**src/rtl/ddr_ui_line_adapter.sv**
```systemverilog
// Cache-line request/response channel to DDR controller app_* user interface.
// One transaction in flight; also flags protocol errors and watchdog timeouts.
module ddr_ui_line_adapter #(
  parameter int unsigned ui_addr_width_p   = 28,
  parameter int unsigned ui_data_width_p   = 64,
  parameter int unsigned ui_burst_length_p = 8,
  parameter int unsigned timeout_cycles_p  = 4096
) (
  input  logic                                                  ui_clk_i,
  input  logic                                                  ui_reset_i,
  input  logic                                                  init_calib_complete_i,
  input  logic                                                  req_valid_i,
  output logic                                                  req_ready_o,
  input  logic                                                  req_write_i,
  input  logic [ui_addr_width_p-1:0]                            req_addr_i,
  input  logic [ui_data_width_p*ui_burst_length_p-1:0]          req_wdata_i,
  input  logic [(ui_data_width_p/8)*ui_burst_length_p-1:0]      req_wmask_i,
  output logic                                                  rsp_valid_o,
  input  logic                                                  rsp_ready_i,
  output logic                                                  rsp_write_o,
  output logic [ui_data_width_p*ui_burst_length_p-1:0]          rsp_rdata_o,
  output logic [ui_addr_width_p-1:0]                            app_addr_o,
  output logic [2:0]                                            app_cmd_o,
  output logic                                                  app_en_o,
  input  logic                                                  app_rdy_i,
  output logic [ui_data_width_p-1:0]                            app_wdf_data_o,
  output logic [ui_data_width_p/8-1:0]                          app_wdf_mask_o,
  output logic                                                  app_wdf_wren_o,
  output logic                                                  app_wdf_end_o,
  input  logic                                                  app_wdf_rdy_i,
  input  logic [ui_data_width_p-1:0]                            app_rd_data_i,
  input  logic                                                  app_rd_data_valid_i,
  input  logic                                                  app_rd_data_end_i,
  output logic                                                  err_o,
  output logic                                                  busy_o
);

  localparam int unsigned line_w_lp = ui_data_width_p * ui_burst_length_p;
  localparam int unsigned mask_w_lp = ui_data_width_p / 8;
  localparam int unsigned lb_lp     = $clog2(line_w_lp / 8);
  localparam int unsigned kw_lp     = $clog2(ui_burst_length_p);

  localparam logic [ui_addr_width_p-1:0] low_mask_lp = ui_addr_width_p'((64'd1 << lb_lp) - 64'd1);
  localparam logic [kw_lp-1:0]           k_last_lp   = kw_lp'(ui_burst_length_p - 1);
  localparam logic [15:0]                wd_last_lp  = 16'(timeout_cycles_p - 1);

  localparam logic [1:0] IDLE = 2'd0;
  localparam logic [1:0] WR   = 2'd1;
  localparam logic [1:0] RD   = 2'd2;
  localparam logic [1:0] RSP  = 2'd3;

  logic [1:0]                           state;
  logic [kw_lp-1:0]                     k;
  logic                                 cmd_done;
  logic                                 data_done;
  logic                                 write_q;
  logic                                 err_q;
  logic [15:0]                          wd;
  logic [ui_addr_width_p-1:0]           addr_q;
  logic [line_w_lp-1:0]                 wdata_q;
  logic [mask_w_lp*ui_burst_length_p-1:0] wmask_q;
  logic [line_w_lp-1:0]                 rdata_q;

  logic xfer;
  logic cmd_fire;
  logic beat_fire;
  logic k_last;

  assign xfer        = (state == WR) || (state == RD);
  assign req_ready_o = (state == IDLE) && init_calib_complete_i && !ui_reset_i;
  assign app_en_o    = xfer && !cmd_done;
  assign app_cmd_o   = (state == RD) ? 3'b001 : 3'b000;
  assign app_addr_o  = addr_q;

  assign app_wdf_wren_o = (state == WR) && !data_done;
  assign app_wdf_data_o = wdata_q[k*ui_data_width_p +: ui_data_width_p];
  assign app_wdf_mask_o = wmask_q[k*mask_w_lp +: mask_w_lp];
  assign k_last         = (k == k_last_lp);
  assign app_wdf_end_o  = app_wdf_wren_o && k_last;

  assign cmd_fire  = app_en_o && app_rdy_i;
  assign beat_fire = app_wdf_wren_o && app_wdf_rdy_i;

  assign rsp_valid_o = (state == RSP);
  assign rsp_write_o = (state == RSP) && write_q;
  assign rsp_rdata_o = rdata_q;
  assign busy_o      = (state != IDLE);
  assign err_o       = err_q;

  always_ff @(posedge ui_clk_i) begin
    if (ui_reset_i) begin
      state     <= IDLE;
      k         <= '0;
      cmd_done  <= 1'b0;
      data_done <= 1'b0;
      write_q   <= 1'b0;
      err_q     <= 1'b0;
      wd        <= '0;
      addr_q    <= '0;
      wdata_q   <= '0;
      wmask_q   <= '0;
      rdata_q   <= '0;
    end else begin
      if (app_rd_data_valid_i && (state != RD)) err_q <= 1'b1;

      // Watchdog saturates; hitting the limit only flags, the transfer continues.
      if (xfer) begin
        if (wd != '1) wd <= wd + 16'd1;
        if (wd == wd_last_lp) err_q <= 1'b1;
      end

      case (state)
        IDLE: begin
          if (req_valid_i && req_ready_o) begin
            addr_q    <= req_addr_i & ~low_mask_lp;
            wdata_q   <= req_wdata_i;
            wmask_q   <= req_wmask_i;
            write_q   <= req_write_i;
            k         <= '0;
            cmd_done  <= 1'b0;
            data_done <= 1'b0;
            wd        <= '0;
            state     <= req_write_i ? WR : RD;
          end
        end
        WR: begin
          if (cmd_fire) cmd_done <= 1'b1;
          if (beat_fire) begin
            k <= k + 1'b1;
            if (k_last) data_done <= 1'b1;
          end
          if ((cmd_done || cmd_fire) && (data_done || (beat_fire && k_last))) state <= RSP;
        end
        RD: begin
          if (cmd_fire) cmd_done <= 1'b1;
          if (app_rd_data_valid_i) begin
            rdata_q[k*ui_data_width_p +: ui_data_width_p] <= app_rd_data_i;
            k <= k + 1'b1;
            if (app_rd_data_end_i != k_last) err_q <= 1'b1;
            if (k_last) state <= RSP;
          end
        end
        default: begin
          if (rsp_ready_i) begin
            state <= IDLE;
            k     <= '0;
          end
        end
      endcase
    end
  end

endmodule

```
**config.mk**
```make
export PLATFORM = sky130hd
export DESIGN_NAME = ddr_ui_line_adapter
export DESIGN_NICKNAME = d
export VERILOG_FILES = /design/src/rtl/ddr_ui_line_adapter.sv
export SDC_FILE = /design/constraint.sdc
export NUM_CORES = 2
export LEC_CHECK = 0
export CAP_MARGIN = 5
export CORE_AREA = 5 5 507 509
export CTS_CLUSTER_SIZE = 28
export DETAILED_ROUTE_END_ITERATION = 8
export DIE_AREA = 0 0 512 514
export HOLD_SLACK_MARGIN = 0.03
export PLACE_DENSITY = 0.46
export SYNTH_ARGS = -nofsm -noshare
export SYNTH_HDL_FRONTEND = slang
export SYNTH_SLANG_ARGS = --single-unit
```
**constraint.sdc**
```tcl
create_clock -name ui_clk_i -period 3.2 [get_ports ui_clk_i]
set_input_delay 0.64 -clock ui_clk_i [delete_from_list [all_inputs] [get_ports ui_clk_i]]
set_output_delay 0.64 -clock ui_clk_i [all_outputs]
set_load 0.005 [all_outputs]
```
Word-level counts from Yosys, hierarchy flattened. Index checks and enable logic that the tools add are counted. W data, S select, Z words.

Register bits: 1135. Memories: 0. Latch bits: 0. Logic and storage cells: 93. Bits of input ports: 678. Bits in writable memories: 0. Memory bits (read-only): 0.

Reduce and logical (&&, ||, !) cells: 30. Eq/ne operators: 15. Bitwise gates (word level): 0. Shift-type cells: 4. $mul: 0. $add $sub $neg: 3. Order comparisons: 0. Div/mod/pow operators: 0. Muxes and demuxes: 30.

Operators with widths (count): $bwmux W512 (1); $shift A64 B34 Y512 const A (1); $shiftx A512 B10 Y64 (1); $shiftx A64 B34 Y512 (1); $mux W16 (4); $shiftx A64 B7 Y8 (1); $neg A9 Y34 (1); $add A16 B1 Y16 const B (1); $eq A16 B12 Y1 const B (1); $ne A16 B16 Y1 const B (1); $logic_and A1 B1 Y1 (12); $mux W2 (6); $mux W3 (4); $mux W1 (11); $ne A2 B2 Y1 const B (5); $pmux W3 S3 (1); $reduce_and A4 Y1 (2); $ne A2 B1 Y1 const B (3); $pmux W2 S3 (1); $reduce_bool A2 Y1 (3); $reduce_and A5 Y1 (1); $eq A2 B2 Y1 const B (2); $pmux W1 S2 (2); $reduce_and A2 Y1 (2); 10 further kinds (14).

Logic depth before layout (Yosys ltp).
Depth after elaboration: 8. Depth in mapped cells: 12. Depth with buffers taken out: 7.

Worst setup path after synthesis. Ideal clock, no wire load.

Path type: flip-flop to flip-flop. Start point: register k[1]. End point: register rdata_q[132], in the netlist rsp_rdata_o[132]. Setup slack: 316 ps. Library setup time: 132 ps. Cell stages (with the launch flop): 12. Arrival time: 2752 ps. Period minus slack after synthesis: 2884 ps. Path buffers: 4. Cells stage by stage: dfxtp_1 > buf_1 > buf_1 > inv_1 > ha_1 > ha_1 > or2_1 > or4b_1 > clkbuf_1 > buf_2 > nand2_1 > a21oi_1.

Word-level cells in the longest chain between the ends: 3. Elaborated cells between the ends (all ways): 4. Classes of those cells: add/sub (1); shift (2); mux (1).

RTL lines: start: declaration (RTL line 53) `logic [kw_lp-1:0] k;`; start signal: assignment (RTL line 129) `k <= k + 1'b1;`; start signal: assignment (RTL line 138) `k <= k + 1'b1;`; $neg A9 Y34 * (RTL line 137) `rdata_q[k*ui_data_width_p +: ui_data_width_p] <= app_rd_data_i;`; $shiftx A64 B34 Y512 or $shift A64 B34 Y512 (tied branches) (RTL line 137); $bwmux W512 * (RTL line 137); end signal: indexed assignment (RTL line 137); end: declaration (RTL line 62) `logic [line_w_lp-1:0] rdata_q;`.

Mark *: on every way between the ends. The rest lies on a longest branch, timed or not. A chain may end at the register's enable or synchronous reset.

Final worst setup path.
Start point: register k[0]. End point: output port app_wdf_data_o[29].

Word-level cells in the longest chain between the ends: 1.

RTL lines: $shiftx A512 B10 Y64 (RTL line 76) `assign app_wdf_data_o = wdata_q[k*ui_data_width_p +: ui_data_width_p];`; end: declaration (RTL line 26) `output logic [ui_data_width_p-1:0] app_wdf_data_o,`.

No other way between the ends.

==> impl_metrics.yaml <==
min_path:
  hold_path.startpoint: "ui_reset_i"
  hold_depth: 2
  hold_path.class: "input pin to flip-flop"
  hold_end: "rsp_rdata_o[80]$_SDFFE_PP0P_"
floorplan:
  die_area_um2: 263000
  rows: 185
  coreArea_um2: 253000
  die_x_um: 512
  io_pins: 1301
  initial_core_util_pct: 17.4
  fp.dieH_um: 514
job:
  timing.max_cap.violations: 0
synth:
  synth-edff-count: 0
  synth.avg_cell_area_um2: 8.18
  netlist.area_leader.share_pct: 51.7
  ys_ff_latch: 1135
  synth_ff_type: "dfxtp_1"
  syn_inst: 5375
  synth_cell_types: 58
  synth_most_common_cell: "nand2_1"
  ys_top_cells_by_area: "dfxtp_1, nand2_1, mux4_2"
  synth_area_um2: 44000
  async_reset_ff_share_pct: 0
  ys_seq_area_share_pct: 51.7
  synth-warning-count: 0
  yosysTopAreaCell: "dfxtp_1"
  synth_common_cells: "nand2_1, dfxtp_1, o21ai_0"
setup_path:
  crit_family: "buffers and inverters"
  cp.required_ns: 2.56
  reg2reg_from: "k[0]$_SDFFE_PP0P_"
  critical_path_class: "flip-flop to primary output"
  arrival_ns: 2.66
  reg2regPathDepth: 11
  cp.depth: 8
  cpMostUsedCell: "buf_6"
  crit_chain: "buf_12, buf_16, buf_8, buf_6, mux4_2, nand2_2, nand2_4, buf_6"
  path_buf_inv: 5
  cp_slowest_cell: "mux4_2"
  worst-path-max-fanout: 8
  startpoint_type: "flip-flop"
  endpoint_kind: "primary output"
  reg2reg_to: "rsp_rdata_o[125]$_SDFFE_PP0P_"
  reg2reg_slack_ns: 0.32
  crit_path_max_incr_delay_ns: 0.50
placed_design:
  dp_slack_ns: 0.125
  port_buffers: 1286
  dp_hpwl_um: 184000
  dpl.cell_count: 9750
  routabilityCongestion: 0.869
finish:
  fin_util_pct: 26.9
  syn_to_final_growth_pct: 54.2
  nNetsFinal: 7294
  nFillCells: 27100
  final_layout_size_suffix_gt1_share_pct: 12.1
  final_cells: 10100
  seqCellArea_um2: 22700
  multi_input_area_um2: 19900
cts:
  clk_latency_ns: 0.82
  cts_buffers: 143
  cts_htree_levels: 4
  cts_tree: "yes"
  cts-root-buf: "clkbuf_16"
  clk_pin_slew_worst_paths_ns: 0.06
  cts_num_sinks: 1135
  cts_buffer_depth: 3
timing:
  slew_violations: 0
  period_minus_slack_ns: 3.30
  fin_worst_skew_ns: 0.0721
  fmax_mhz: 303
  hold_viol: 0
  fin_crit_sh_pct: 103
  setup_ws_ns: -0.101
  max_slew.worst_pin.slew_ns: 1.05
  relSlewSlack_pct: 30.1
  rsz0062_at_grt: "yes"
  tns_ns: -1.65
  setup_viol: 33
pwr:
  p_leak_nw: 23.4
  p_per_area_nw_per_um2: 550
  combPwrFrac_pct: 13.6
  p_clk_share_pct: 44.8
  vdd_drop_max_mv: 0.473
  pwr-share-seq_pct: 41.5
  power.switching_mw: 10.1
  p_int_mw: 27.2
  switching_share_pct: 27.1
detailed_routing:
  wl_per_cell_um: 23.9
  vias: 43000
  drt_iter0_markers: 3470
  drc: 0
  vias_per_cell: 4.25
  dr.pass1.iters: 5
  antenna_left: 0
  totalWireLength_um: 242000
run_status:
  outcome: "finished with violations"
  violations: "setup timing"
global_routing:
  grt_max_degree: 138
  overflow: 0
  track_usage_pct: 17.6
  grt_pass1_vias: 42000
  antenna_found_initial: 98
  grt_pass1_wl_um: 332000
-- stage by stage --
step / hold WS [ns] / area, um2 / total power [mW]
final: 0.233 / 67800 / 37.3
after CTS: 0.171 / 67600 / 37.9
after global placement: 0.434 / 61300 / 20.4
after global routing: 0.205 / 67800 / 38.9
after detailed placement: 0.439 / 61300 / 20.4
after floorplan: 0.425 / 44000 / 17.6
-- worst max-delay path by stage --
stage                            from                            end  slack [ns]
floorplan           k[1]$_SDFFE_PP0P_  rsp_rdata_o[132]$_SDFFE_PP0P_        0.32
global placement    k[0]$_SDFFE_PP0P_             app_wdf_data_o[27]        0.13
detailed placement  k[0]$_SDFFE_PP0P_             app_wdf_data_o[27]        0.12
CTS                 k[0]$_SDFFE_PP0P_             app_wdf_data_o[28]       -0.30
global route        k[0]$_SDFFE_PP0P_             app_wdf_data_o[29]       -0.24
finish              k[0]$_SDFFE_PP0P_             app_wdf_data_o[29]       -0.10
-- registers in the layout (all words and copies together) (netlist names), 2 cells and up --
| signal | count |
|---|---|
| rsp_rdata_o | 512 |
| app_addr_o | 22 |
| wdata_q | 512 |
| k | 3 |
| state | 2 |
| wd | 16 |
| wmask_q | 64 |
-- layout by cell type, fill, tap and decap left out, drive strengths merged, types with 8 or more instances in the layout --
cell type,synthesis,layout
nand2,2176,2176
clkdlybuf4s50,0,1211
dfxtp,1135,1135
o21ai,673,673
a21oi,402,402
buf,154,305
nand3,216,216
clkbuf,288,207
mux4,144,144
mux2i,64,64
clkinv,0,38
diode,0,35
inv,13,19
nor2,13,13
nand4,11,11
ha,9,9
conb,1,8
-- timing repair --
item                       4_1_cts  5_1_grt
hold buffers                     0        0
resized for setup              472       97
setup endpoints to repair       77       66
gates cloned                     8        0
setup buffers                   70       16
pin swaps                       48       37
-- cell type report --
cell class,count,area share (%)
flip-flops and latches,1135,33.5
multi-input cells,3792,29.3
repair buffers,1522,23.4
well taps,3366,6.21
clock buffers,205,6.08
clock inverters,53,1.20
diodes,35,0.129
inverters,13,0.101
-- power by group through the flow --
stage	logic, mW	clock network [mW]	registers (mW)
after floorplan	2.04	0	15.6
after global placement	4.63	0	15.8
after detailed placement	4.65	0	15.8
after CTS	5.16	17.2	15.5
after global routing	5.51	17.8	15.6
final	5.09	16.7	15.5
-- cells by family (layout without fill, tap and decap cells) --
kind of cell	count (synthesis)	after routing	synth area share, %
and+or+nand+nor	2465	2465	22.2
adders and majority gates	9	9	0.256
xor gates and xnor gates	3	3	0.0598
DFF	1135	1135	51.7
buffers and inverters	455	1793	4.34
muxes	208	208	8.83
other	1	43	0.00853
AOI/OAI and AO/OA	1099	1099	12.7
-- routing by layer --
metal	track usage (%)	up-vias	routed length, um
met5	0	-	255
met4	6.87	38	10500
met3	6.19	410	22000
met2	30.1	1610	117000
met1	19.9	20600	92700
li1	-	20400	-
Note: power is estimated with default switching activity, not from simulation.
